**src/rtl/dram_ctrl_pkg.sv**
```systemverilog
// dram_ctrl_pkg: shared types and default timing for the DRAM controller
// refresh path. Holds the command encoding seen by the issue stage, the
// refresh scheduler state type and the default precharge/refresh waits.
package dram_ctrl_pkg;

   // Command presented to the issue stage by the refresh path.
   typedef enum logic [1:0] {
      CMD_NOP  = 2'b00,
      CMD_PREA = 2'b01,
      CMD_REF  = 2'b10
   } cmd_type_t;

   // Refresh scheduler sequencing states.
   typedef enum logic [2:0] {
      IDLE,
      HOST,
      PREA,
      WAIT_RP,
      REF,
      WAIT_RFC
   } sched_state_t;

   // Default timing, in clk cycles.
   localparam int DEF_T_RP  = 3;   // precharge-all to REF
   localparam int DEF_T_RFC = 26;  // REF to next command

   // Width of a down-counter that must hold (longest wait - 1).
   function automatic int timer_width(input int t_rp, input int t_rfc);
      int longest;
      longest = (t_rp > t_rfc) ? t_rp : t_rfc;
      return (longest > 1) ? $clog2(longest) : 1;
   endfunction

endpackage

```
**src/rtl/refresh_scheduler_if.sv**
```systemverilog
// refresh_scheduler_if: command-bus sharing signals between the refresh
// scheduler, the host port and the command issue stage.
//   master : the scheduler (grants the host, presents refresh commands)
//   slave  : the surrounding controller (host requests, issue-stage ready)
interface refresh_scheduler_if;
   import dram_ctrl_pkg::*;

   logic      host_req;   // host wants the command bus
   logic      host_done;  // host burst finished (pulse while host_gnt=1)
   logic      host_gnt;   // host owns the command bus
   logic      cmd_valid;  // refresh-path command valid
   cmd_type_t cmd_type;   // refresh-path command
   logic      cmd_ready;  // issue stage accepts the command

   modport master (
      input  host_req, host_done, cmd_ready,
      output host_gnt, cmd_valid, cmd_type
   );

   modport slave (
      output host_req, host_done, cmd_ready,
      input  host_gnt, cmd_valid, cmd_type
   );

endinterface

```
**src/rtl/ref_debt_counter.sv**
```systemverilog
// ref_debt_counter: outstanding-refresh bookkeeping. Counts refresh ticks up
// and REF handshakes down, saturates at MAX_POSTPONE, flags a lost refresh
// with a sticky overflow bit and reports urgency from the registered count.
module ref_debt_counter #(
   parameter int MAX_POSTPONE = 8,
   parameter int URGENT_TH    = 6,
   parameter int DEBT_W       = 4
) (
   input  logic              clk,
   input  logic              rst,
   input  logic              inc,       // refresh tick
   input  logic              dec,       // REF handshake
   output logic [DEBT_W-1:0] debt,
   output logic              urgent,
   output logic              overflow
);

   localparam logic [DEBT_W-1:0] DEBT_MAX = DEBT_W'(MAX_POSTPONE);
   localparam logic [DEBT_W-1:0] DEBT_URG = DEBT_W'(URGENT_TH);
   localparam logic [DEBT_W-1:0] ONE      = DEBT_W'(1);

   // Saturating up/down debt count with sticky overflow. A tick that coincides
   // with a REF handshake cancels out, so no refresh is lost even at the limit.
   always_ff @(posedge clk or negedge rst) begin
      // NOTE: state registers use non-blocking assignments so every flop
      // samples the pre-edge values, independent of statement order.
      if (!rst) begin
         debt     <= '0;
         overflow <= 1'b0;
      end else if (inc && !dec) begin
         if (debt == DEBT_MAX) overflow <= 1'b1;
         else                  debt     <= debt + ONE;
      end else if (dec && !inc && (debt != '0)) begin
         debt <= debt - ONE;
      end
   end

   assign urgent = (debt >= DEBT_URG);

endmodule

```
**src/rtl/refresh_scheduler.sv**
```systemverilog
// refresh_scheduler: sequences DRAM auto-refresh (precharge-all, then one or
// more batched REFs) and shares the command bus with host bursts. Host bursts
// are never preempted; a high refresh debt stops new host grants instead.
// Optional build macro REF_SCHED_STATS_EN adds a 16-bit REF issue counter and
// a debt watermark; without it those ports are tied to zero.
module refresh_scheduler
   import dram_ctrl_pkg::*;
#(
   parameter int MAX_POSTPONE = 8,
   parameter int URGENT_TH    = 6,
   parameter int T_RP         = DEF_T_RP,
   parameter int T_RFC        = DEF_T_RFC,
   parameter int DEBT_W       = 4
) (
   input  logic                clk,
   input  logic                rst,
   input  logic                sched_en,
   input  logic                refresh_tick,
   refresh_scheduler_if.master bus,
   output logic [DEBT_W-1:0]   ref_debt,
   output logic                ref_urgent,
   output logic                ref_overflow,
   output logic [15:0]         ref_issued_cnt,
   output logic [DEBT_W-1:0]   ref_debt_max
);

   localparam int TW = timer_width(T_RP, T_RFC);

   sched_state_t  state, state_next;
   logic [TW-1:0] timer, timer_next;
   logic          host_gnt_c;
   logic          cmd_valid_c;
   cmd_type_t     cmd_type_c;
   logic          ref_hs;
   logic          debt_nz;
   logic          seq_start;
   logic          seq_more;

   assign ref_hs  = (state == REF) && bus.cmd_ready;
   assign debt_nz = (ref_debt != '0);

   // Start a sequence from IDLE: always when urgent, otherwise only when the
   // host is not asking for the bus.
   assign seq_start = sched_en && (ref_urgent || (debt_nz && !bus.host_req));

   // After tRFC, batch another REF without a new precharge-all.
   assign seq_more = debt_nz && sched_en && (ref_urgent || !bus.host_req);

   ref_debt_counter #(
      .MAX_POSTPONE (MAX_POSTPONE),
      .URGENT_TH    (URGENT_TH),
      .DEBT_W       (DEBT_W)
   ) u_debt (
      .clk      (clk),
      .rst      (rst),
      .inc      (refresh_tick),
      .dec      (ref_hs),
      .debt     (ref_debt),
      .urgent   (ref_urgent),
      .overflow (ref_overflow)
   );

   // State and wait-timer registers.
   always_ff @(posedge clk or negedge rst) begin
      if (!rst) begin
         state <= IDLE;
         timer <= '0;
      end else begin
         state <= state_next;
         timer <= timer_next;
      end
   end

   // Next-state logic and Moore outputs; outputs depend on state only, so an
   // asynchronous reset clears them immediately.
   always_comb begin
      // NOTE: every signal written here gets a default first; a path that
      // leaves one unassigned would infer a latch.
      state_next  = state;
      timer_next  = timer;
      host_gnt_c  = 1'b0;
      cmd_valid_c = 1'b0;
      cmd_type_c  = CMD_NOP;

      unique case (state)
         IDLE: begin
            if (seq_start)         state_next = PREA;
            else if (bus.host_req) state_next = HOST;
         end

         HOST: begin
            host_gnt_c = 1'b1;
            if (bus.host_done) state_next = IDLE;
         end

         PREA: begin
            cmd_valid_c = 1'b1;
            cmd_type_c  = CMD_PREA;
            if (bus.cmd_ready) begin
               state_next = WAIT_RP;
               timer_next = TW'(T_RP - 1);
            end
         end

         WAIT_RP: begin
            if (timer == '0) state_next = REF;
            else             timer_next = timer - TW'(1);
         end

         REF: begin
            cmd_valid_c = 1'b1;
            cmd_type_c  = CMD_REF;
            if (bus.cmd_ready) begin
               state_next = WAIT_RFC;
               timer_next = TW'(T_RFC - 1);
            end
         end

         WAIT_RFC: begin
            if (timer == '0) state_next = seq_more ? REF : IDLE;
            else             timer_next = timer - TW'(1);
         end

         default: state_next = IDLE;
      endcase
   end

   assign bus.host_gnt  = host_gnt_c;
   assign bus.cmd_valid = cmd_valid_c;
   assign bus.cmd_type  = cmd_type_c;

`ifdef REF_SCHED_STATS_EN
   // REF issue counter (wraps) and highest debt seen since reset.
   always_ff @(posedge clk or negedge rst) begin
      if (!rst) begin
         ref_issued_cnt <= '0;
         ref_debt_max   <= '0;
      end else begin
         if (ref_hs)                  ref_issued_cnt <= ref_issued_cnt + 16'd1;
         if (ref_debt > ref_debt_max) ref_debt_max   <= ref_debt;
      end
   end
`else
   assign ref_issued_cnt = '0;
   assign ref_debt_max   = '0;
`endif

endmodule

```
**src/flat_wrapper.sv**
```systemverilog
// flat-port wrapper written by rule: the top's interface ports become plain ports
module refresh_scheduler_flat import dram_ctrl_pkg::*;
#(
   parameter int MAX_POSTPONE = 8,
   parameter int URGENT_TH    = 6,
   parameter int T_RP         = DEF_T_RP,
   parameter int T_RFC        = DEF_T_RFC,
   parameter int DEBT_W       = 4
)
  (clk, rst, sched_en, refresh_tick, ref_debt, ref_urgent, ref_overflow, ref_issued_cnt, ref_debt_max, bus_host_req, bus_host_done, bus_cmd_ready, bus_host_gnt, bus_cmd_valid, bus_cmd_type);
  refresh_scheduler_if bus_i ();
  input  logic clk;
  input  logic rst;
  input  logic sched_en;
  input  logic refresh_tick;
  output logic [DEBT_W-1:0] ref_debt;
  output logic ref_urgent;
  output logic ref_overflow;
  output logic [15:0] ref_issued_cnt;
  output logic [DEBT_W-1:0] ref_debt_max;
  input wire logic [$bits(bus_i.host_req)-1:0] bus_host_req;
  input wire logic [$bits(bus_i.host_done)-1:0] bus_host_done;
  input wire logic [$bits(bus_i.cmd_ready)-1:0] bus_cmd_ready;
  output wire logic [$bits(bus_i.host_gnt)-1:0] bus_host_gnt;
  output wire logic [$bits(bus_i.cmd_valid)-1:0] bus_cmd_valid;
  output wire logic [$bits(bus_i.cmd_type)-1:0] bus_cmd_type;
  assign bus_i.host_req = bus_host_req;
  assign bus_i.host_done = bus_host_done;
  assign bus_i.cmd_ready = bus_cmd_ready;
  assign bus_host_gnt = bus_i.host_gnt;
  assign bus_cmd_valid = bus_i.cmd_valid;
  assign bus_cmd_type = bus_i.cmd_type;
  refresh_scheduler #(.MAX_POSTPONE(MAX_POSTPONE), .URGENT_TH(URGENT_TH), .T_RP(T_RP), .T_RFC(T_RFC), .DEBT_W(DEBT_W)) u_core (.clk(clk), .rst(rst), .sched_en(sched_en), .refresh_tick(refresh_tick), .bus(bus_i), .ref_debt(ref_debt), .ref_urgent(ref_urgent), .ref_overflow(ref_overflow), .ref_issued_cnt(ref_issued_cnt), .ref_debt_max(ref_debt_max));
endmodule
```
**config.mk**
```make
export PLATFORM = sky130hd
export DESIGN_NAME = refresh_scheduler_flat
export DESIGN_NICKNAME = d
export VERILOG_FILES = /design/src/rtl/dram_ctrl_pkg.sv /design/src/rtl/refresh_scheduler_if.sv /design/src/rtl/ref_debt_counter.sv /design/src/rtl/refresh_scheduler.sv /design/src/flat_wrapper.sv
export SDC_FILE = /design/constraint.sdc
export NUM_CORES = 1
export LEC_CHECK = 0
export CAP_MARGIN = 20
export CORE_ASPECT_RATIO = 0.75
export CORE_MARGIN = 5
export CORE_UTILIZATION = 41
export CTS_CLUSTER_DIAMETER = 200
export DETAILED_ROUTE_END_ITERATION = 16
export PLACE_DENSITY = 0.8
export SKIP_LAST_GASP = 1
export SYNTH_ARGS = -nofsm -noshare
export SYNTH_HDL_FRONTEND = slang
export SYNTH_SLANG_ARGS = --single-unit
```
**constraint.sdc**
```tcl
create_clock -name clk -period 4.4 [get_ports clk]
set_input_delay 0.88 -clock clk [delete_from_list [all_inputs] [get_ports clk]]
set_output_delay 0.88 -clock clk [all_outputs]
set_load 0.005 [all_outputs]
```
# [After elaboration in Yosys (flattened, before gate mapping)]
# Cells that the tools add are included.
[totals] output_inout_bits=30 regBits=13
[classes] n_eq_ne=14 mux=19 magnitude_cmp=1 n_reduce_logical=24 n_addsub=3
[ops] operator="$mux W3" count=8
[ops] operator="$pmux W3 S6" count=1
[ops] operator="$mux W5" count=3
[ops] operator="$pmux W5 S3" count=1
[ops] operator="$mux W4" count=3
[ops] operator="$ne A2 B2 Y1 const B" count=5
[ops] operator="$logic_and A1 B1 Y1" count=8
[ops] operator="$eq A3 B2 Y1 const B" count=2
[ops] operator="$eq A3 B3 Y1 const B" count=2
[ops] operator="$reduce_and A6 Y1" count=1
[ops] operator="$logic_not A5 Y1" count=1
[ops] operator="$sub A5 B1 Y5 const B" count=1
[ops] operator="$add A4 B1 Y4 const B" count=1
[ops] operator="$eq A4 B4 Y1 const B" count=1
[ops] operator="$ge A4 B3 Y1 const B" count=1
[ops] operator="$ne A2 B1 Y1 const B" count=2
[ops] operator="$pmux W2 S2" count=1
[ops] operator="$reduce_and A2 Y1" count=2
[ops] operator="$reduce_and A4 Y1" count=1
[ops] operator="$reduce_bool A4 Y1" count=1
[ops] operator="$reduce_or A2 Y1" count=2
[ops] operator="$sub A4 B1 Y4 const B" count=1
[ops] operator="$eq A3 B1 Y1 const B" count=1
[ops] operator="$logic_not A1 Y1" count=3
[ops] operator="other kinds (6)" count=8

# [Longest topological paths before layout]
# Gate-level depths: netlist (run 1).
[logic_depth] ltp_word=6 ltp_mapped=9 mapped_depth_nobuf=8

# [By module]
# From an unflattened synthesis (run 1), not the netlist that was laid out.
[unflattened] cells_unflattened=127 area_unflattened_um2=1141.1
[by_module_without_submodules] mod="refresh_scheduler" n_inst=1 cells_per_inst=98 area_per_inst_um2=823.3 seq_area_each_um2=200.2
[by_module_without_submodules] mod="ref_debt_counter" n_inst=1 cells_per_inst=29 area_per_inst_um2=317.8 seq_area_each_um2=125.1

# [Least setup slack after synthesis (run 1)]
# OpenSTA, ideal clock, no wires.
[synth_timing] path_kind="input-to-reg" startpoint="input refresh_tick" endpoint="register u_core.u_debt.debt[3]" setup_slack_ns=1.764 cell_stages=7 setup_ns=0.138 required_time_ns=4.262 arrival_ns=2.498 cell_sequence="clkbuf_1 > and2_1 > inv_1 > ha_1 > a21o_1 > a21oi_1 > mux4_2"
[synth_between] elab_chain_cells=5 word_cells_on_any_way=8 cone_classes="eq/ne: 1; mux: 1; reduce/logical: 6"
[synth_lines] element="start: declaration" line="flat_wrapper.sv:15" text="input logic refresh_tick;"
[synth_lines] element="$logic_not A1 Y1" line="ref_debt_counter.sv:33" text="end else if (dec && !inc && (debt != '0)) begin"
[synth_lines] element="$logic_and A1 B1 Y1 (2 in a row)" line="ref_debt_counter.sv:33"
[synth_lines] element="$reduce_bool A2 Y1 (no line)"
[synth_lines] element="$reduce_and A2 Y1 (no line)"
[synth_lines] element="end signal: assignment" line="ref_debt_counter.sv:32" text="else debt <= debt + ONE;"
[synth_lines] element="end signal: assignment" line="ref_debt_counter.sv:34" text="debt <= debt - ONE;"
[synth_lines] element="end: declaration" line="ref_debt_counter.sv:13" text="output logic [DEBT_W-1:0] debt,"
# Several ways; a longest one is shown, not always the timed one.
# A chain may end at the register's enable or synchronous reset.

# [Worst setup path after layout (run 1)]
[layout_timing] startpoint="input bus_cmd_ready" endpoint="register u_core.u_debt.debt[3]"
[layout_between] elab_chain_cells=5 word_cells_on_any_way=9 cone_classes="eq/ne: 1; mux: 1; reduce/logical: 7"
[layout_lines] element="start: declaration" line="flat_wrapper.sv:23" text="input wire logic [$bits(bus_i.cmd_ready)-1:0] bus_cmd_ready;"
[layout_lines] element="$logic_and A1 B1 Y1 (*)" line="refresh_scheduler.sv:39" text="assign ref_hs = (state == REF) && bus.cmd_ready;"
[layout_lines] element="$logic_not A1 Y1 or $logic_and A1 B1 Y1 (tied branches)" line="ref_debt_counter.sv:30, ref_debt_counter.sv:33"
[layout_lines] element="$logic_and A1 B1 Y1 (on tied branches)" line="ref_debt_counter.sv:30, ref_debt_counter.sv:33"
[layout_lines] element="$ne A2 B2 Y1 (no line) or $reduce_bool A2 Y1 (tied branches)"
[layout_lines] element="$reduce_and A2 Y1 (no line)"
# Mark *: on every way between the ends. The rest lies on a longest branch, timed or not.

==> results of run 1 <==
==> layer usage <==
layer / vias to the layer above / wire [µm] / track usage
met5: - / 0 / 0
met3: 3 / 206 / 0.03080
li1: 418 / - / -
met1: 397 / 995 / 0.1765
met4: 0 / 8 / 0.02913
met2: 36 / 913 / 0.1835
==> through the flow <==
stage / instance area [µm²] / hold slack [ns]
5_1_grt: 1206 / 0.5373
6_report: 1206 / 0.4996
2_1_floorplan: 1141 / 0.4678
3_3_place_gp: 1180 / 0.4873
3_5_place_dp: 1180 / 0.4786
4_1_cts: 1206 / 0.5075
==> cell usage in the layout, fill, tap and decap left out, types with 2 or more instances in the layout <==
cell / instances
and2_1: 2
clkdlybuf4s50_1: 16
mux2i_1: 2
xor2_1: 2
ha_1: 3
o21bai_1: 2
o21ai_0: 6
nor2b_1: 3
conb_1: 20
a21o_1: 2
nor3_1: 4
inv_1: 7
nor2_1: 9
o22ai_1: 2
o21ai_2: 2
clkbuf_4: 3
dfrtp_1: 13
nand2_1: 7
a22oi_1: 2
xnor2_1: 2
a21oi_1: 7
==> registers in the layout (all words and copies together) (netlist names) <==
name	cells
u_core.state	3
u_core.timer	5
u_core.u_debt.debt	4
u_core.u_debt.overflow	1
==> worst paths after layout <==
path | from | cells after the start | to
worst min-delay path | u_core.u_debt.overflow | 1 | u_core.u_debt.overflow
worst max-delay path | bus_cmd_ready | 8 | u_core.u_debt.debt[3]
worst max register to register | u_core.state[0] | 7 | u_core.u_debt.debt[3]
max in group asynchronous | rst | 1 | u_core.state[1]
worst min register to register | u_core.u_debt.overflow | 1 | u_core.u_debt.overflow
min in group asynchronous | rst | 1 | u_core.timer[3]
==> where the power goes <==
group	internal (µW)	switching, µW	total (µW)
registers	173	97.6	271
logic	244	198	442
clock network	35.2	38.5	73.7
==> kinds of logic (layout without fill, tap and decap cells) <==
| family | after synthesis | count (layout) | synth area share |
|---|---|---|---|
| adder cells (fa/ha/maj) | 4 | 4 | 0.05381 |
| flip-flops | 13 | 13 | 0.3041 |
| buffers and inverters | 31 | 27 | 0.1801 |
| AND/OR/NAND/NOR | 33 | 33 | 0.1661 |
| XOR/XNOR | 5 | 5 | 0.04796 |
| other | 1 | 20 | 0.003505 |
| multiplexers | 4 | 4 | 0.05029 |
| AO/OA/AOI/OAI | 31 | 31 | 0.1942 |
==> cell type report <==
class,count,area [µm²],share of cell area
clock buffer,4,26.28,0.02178
inverter,7,26.28,0.02178
multi-input combinational,97,623.1,0.5166
timing repair buffer,16,160.2,0.1328
tap,36,45.04,0.03734
sequential,13,325.3,0.2697
==> impl_results.md, run 1 <==
* CP Max Fanout at 6
* Slowest cell on the critical path: clkdlybuf4s50_1
* Post-CTS setup buffer count at 0
* Unrepaired setup endpoints after global routing: no
* DP HPWL at 1.722 mm
* Drt pass-1 iters at 5
* Worst min path class: flip-flop to flip-flop
* CP Capture Type: flip-flop
* CTS tree: yes
* Worst slew margin at 0.6072
* CTS Sinks at 13
* Mapped Avg Cell Area at 8.769 µm²
* H-Tree Depth at 1
* Max Freq at 317.6 MHz
* Worst Slack Setup Final at 1.251 ns
* Die width at 68.98 µm
* Synth top area cells: dfrtp_1 (30%), buf_4 (14%), ha_1 (3.5%)
* CP bufs+invs at 2
* Diodes inserted at 0
* Ys async rst share at 1.000
* I/O pin count at 37
* Gr usage total at 0.1225
* Yosys cell types at 42
* CTS Buf Count at 3
* Hold Buf Count CTS at 0
* Syn. warnings at 0
* Die H at 54.24 µm
* Synth top cells by count: buf_4 (20), dfrtp_1 (13), nor2_1 (9)
* Clock-pin slew on the worst setup and hold paths at 0.08 ns
* Power per cell area at 652.3 mW/mm²
* Top FF cell, synth: dfrtp_1
* Pleak at 0.0005320 µW
* Clk root buf: clkbuf_4
* Post-route DRC at 0
* Syn-to-layout area delta at 12.75%
* Core area at 0.002562 mm²
* Fill cell count at 255
* Setup TNS Final at 0 ns
* Initial antenna violation count at 0
* Post-synth top area share at 0.3041
* Delay-heaviest family, CP: buffers and inverters
* Total wire length at 2.124 mm
* Fin crit share at 0.7157
* Placed Cells at 169
* Req. time, crit path at 4.55 ns
* Routed via count at 854
* Non-filler cells in the finished layout at 173
* Largest net degree at the start of global routing at 15
* Outcome: complete, no violations
* FF+latch count, synth at 13
* Dpl ws at 0.9846 ns
* CP peak stage delay at 0.61 ns
* IO Port Bufs at 16
* Routed len/inst at 12.28 µm
* Fin nets at 149
* Cells after Synth at 122
* Count leader, synth: buf_4
* Overflow after GRT at 0
* Reg2Reg Setup Slack at 1.82 ns
* Die ar. at 0.003741 mm²
* Critical path arrival at 3.30 ns
* Setup violations, final at 0
* Placer Congestion at 0.9491
* Tightest Pin Transition at 0.5874 ns
* Setup crit start kind: input pin
* Clock latency on the worst-skew pair at 0.28 ns
* Fin. max-slew vios at 0
* Fraction of layout cells with a size suffix above 1 at 0.07299
* Mapped cell area at 0.001070 mm²
* Worst-path cell chain: clkdlybuf4s50_1 -> nand4bb_1 -> and2_1 -> inv_1 -> ha_1 -> a21o_1 -> a21oi_1 -> mux4_2
* DR iter-0 viols at 123
* Worst Skew at 0.002548 ns
* Max-cap check violation count at 0
* Final antenna-violating net count at 0
* Post-synth EDFFs at 0
* Peak VDD IR at 0.1630 mV
* # rows at 16
* Vias in the first global route at 744
* Wire length of the first global-routing pass at 3.429 mm
* PostCTS Resize Cnt at 0
* Endpoints failing hold at 0
* Core Util, Final at 0.4707
* Largest area contributor in the netlist: dfrtp_1
* WS Path Type: input pin to flip-flop
* Register area share after synthesis at 0.3041
* Final min period at 3.149 ns
* Routed vias/inst at 4.936
* Total power at 786.8 µW
* Starting Density at 0.4175
* CTS Buffer Depth at 2
No activity file was read; power rests on OpenSTA's default activity.
==> run 2, diff against run 1 <==
clock period = 3.2 ns   (was 4.4 ns; I/O delays follow)
==> run 2 against run 1 <==
Critical path depth is the same. Power is 39% higher. Non-clock buffer count is 1 higher. Sequential share of layout area fell by 0.17 points. Combinational power is 40% higher. Flip-flop and latch count is the same. Clock skew about the same. Core utilization grew 0.29 points. Worst hold slack better by 0.017 ns. Largest cell class unchanged. Largest power group unchanged.
==> impl_results.md, run 2 (synthesis results as in run 1) <==
* Outcome: complete, no violations
* Core area at 0.002562 mm² (unchanged)
* GR Layer Usage met3 at 0.03901 (+0.008214)
* Endpoints failing hold at 0 (unchanged)
* Non-filler cells in the finished layout at 174 (+0.58%)
* Routed via count at 864 (+1.2%)
* CTS Buffer Depth at 2 (unchanged)
* CP Capture Type: flip-flop
* Diodes inserted at 0 (unchanged)
* M2 GR Usage at 0.2136 (+0.03006)
* CP Launch Point: bus_cmd_ready
* Unrepaired setup endpoints after global routing: no
* # rows at 16 (unchanged)
* Clk root buf: clkbuf_4
* Met1 Usage GRT at 0.1848 (+0.008265)
* Die ar. at 0.003741 mm² (unchanged)
* Delay-heaviest family, CP: buffers and inverters
* Post-route DRC at 0 (unchanged)
* Max-cap check violation count at 0 (unchanged)
* Req. time, crit path at 3.36 ns (-1.19 ns)
* Tightest Pin Transition at 0.6006 ns (+0.01325 ns)
* Setup TNS Final at 0 ns (unchanged)
* Routed vias/inst at 4.966 (+0.59%)
* CTS Buf Count at 3 (unchanged)
* Storage element area at 325.3 µm² (unchanged)
* Area of the multi-input gates at 623.1 µm² (unchanged)
* Largest net degree at the start of global routing at 15 (unchanged)
* Overflow after GRT at 0 (unchanged)
* Syn-to-layout area delta at 13.45%
* Max FFs per register at 5 (unchanged)
* Critical Path End: u_core.u_debt.debt[3]
* Grt peak-use layer: met2
* Hold Buf Count CTS at 0 (unchanged)
* Slowest cell on the critical path: mux4_2
* Starting Density at 0.4175 (unchanged)
* Setup violations, final at 0 (unchanged)
* Post-CTS setup buffer count at 0 (unchanged)
* Worst Skew at 0.002662 ns (+0.0001138 ns)
* DP HPWL at 1.821 mm (+5.8%)
* Vias in the first global route at 798 (+7.3%)
* CTS Sinks at 13 (unchanged)
* I/O pin count at 37 (unchanged)
* Fill cell count at 264 (+3.5%)
* Fin. max-slew vios at 0 (unchanged)
* Pleak at 0.0005369 µW (+0.90%)
* CP Max Fanout at 5 (-1)
* Gr usage total at 0.1354 (+0.01287)
* Biggest regs: u_core.timer x5, u_core.u_debt.debt x4, u_core.state x3
* Most common cell after layout, fill and taps aside: conb_1
* Clock-pin slew on the worst setup and hold paths at 0.08 ns (about the same)
* Worst R2R End: u_core.u_debt.debt[3]
* Worst-path cell chain: clkdlybuf4s50_1 -> nand4bb_1 -> and2_1 -> inv_1 -> ha_1 -> a21o_1 -> a21oi_1 -> mux4_2
* Placer Congestion at 0.9332 (-1.7%)
* Top reg by flops: u_core.timer
* Hold path depth at 1 (unchanged)
* Fraction of layout cells with a size suffix above 1 at 0.07971 (+0.006717)
* Die width at 68.98 µm (unchanged)
* Initial antenna violation count at 0 (unchanged)
* CP bufs+invs at 2 (unchanged)
* Worst slew margin at 0.5983 (-0.008864)
* Fin crit share at 0.8488
* Final antenna-violating net count at 0 (unchanged)
* Total wire length at 2.286 mm (+7.6%)
* Reg2Reg Setup Slack at 0.64 ns (-1.18 ns)
* PostCTS Resize Cnt at 0 (unchanged)
* Final min period at 2.716 ns
* DR iter-0 viols at 129 (+4.9%)
* H-Tree Depth at 1 (unchanged)
* Commonest non-fill, non-tap cells in the layout: conb_1 (20), clkdlybuf4s50_1 (16), dfrtp_1 (13), nor2_1 (9)
* Setup crit start kind: input pin
* Clock latency on the worst-skew pair at 0.28 ns (about the same)
* Worst r2r src: u_core.state[0]
* Peak VDD IR at 0.2609 mV (+60%)
* Fin nets at 150 (+0.67%)
* Placed Cells at 170 (+0.59%)
* Die H at 54.24 µm (unchanged)
* IO Port Bufs at 16 (unchanged)
* CTS tree: yes
* R2R depth at 7 (unchanged)
* Power per cell area at 901.5 mW/mm² (+38%)
* CP peak stage delay at 0.51 ns (-0.10 ns)
* Routed len/inst at 13.14 µm (+7.0%)
* Critical path arrival at 2.87 ns (-0.43 ns)
* WS Path Type: input pin to flip-flop
* Max Freq at 368.2 MHz
* Worst min path class: flip-flop to flip-flop
* Crit path depth at 8 (unchanged)
* Wire length of the first global-routing pass at 3.739 mm (+9.0%)
* Drt pass-1 iters at 4 (-1)
[run 2: cell count changes in the layout (fill, tap and decap cells not counted), sizes merged]
cell,before,now
buf,0,1
[run 2: cell type report]
type / count / share of cell area
flip-flops and latches: 13 / 0.2680
repair buffers: 17 / 0.1381
well taps: 36 / 0.03711
clock buffers: 4 / 0.02165
multi-input cells: 97 / 0.5134
inverters: 7 / 0.02165
[run 2: per-stage QoR]
step                utilization  hold WS, ns  worst slack, ns  area [µm²]  power (µW)
CTS                      0.4736       0.5241           0.5002        1214        1106
global route             0.4736       0.5373           0.3848        1214        1203
finish                   0.4736       0.5167           0.4839        1214        1094
global placement         0.4634       0.5113           0.2642        1187       969.4
floorplan                     -       0.3444           0.8035        1141       774.3
detailed placement       0.4634       0.4898           0.2037        1187       991.6
[run 2: worst reg2reg max path, stage by stage, from the launching register on]
cell and delay, ns:
dfrtp_1 0.55, nand4bb_1 0.37, and2_1 0.27, inv_1 0.13
ha_1 0.25, a21o_1 0.18, a21oi_1 0.18, mux4_2 0.51
[run 2: routing by layer]
layer / part of all wire / routed length [µm]
met1: 0.43 / 975
met2: 0.49 / 1126
met3: 0.074 / 169
met4: 0.0061 / 14
met5: 0 / 0
[run 2: power breakdown]
| group | switching, µW | internal, µW |
|---|---|---|
| sequential | 133 | 238 |
| combinational | 280 | 339 |
| clock | 56.6 | 48.4 |
| total | 469 | 625 |
[run 2: worst min path at each step]
stage / start / endpoint
2_1_floorplan: rst / u_core.state[0]
3_3_place_gp: u_core.u_debt.overflow / u_core.u_debt.overflow
3_5_place_dp: u_core.u_debt.overflow / u_core.u_debt.overflow
4_1_cts: u_core.u_debt.overflow / u_core.u_debt.overflow
5_1_grt: u_core.u_debt.overflow / u_core.u_debt.overflow
6_report: u_core.u_debt.overflow / u_core.u_debt.overflow
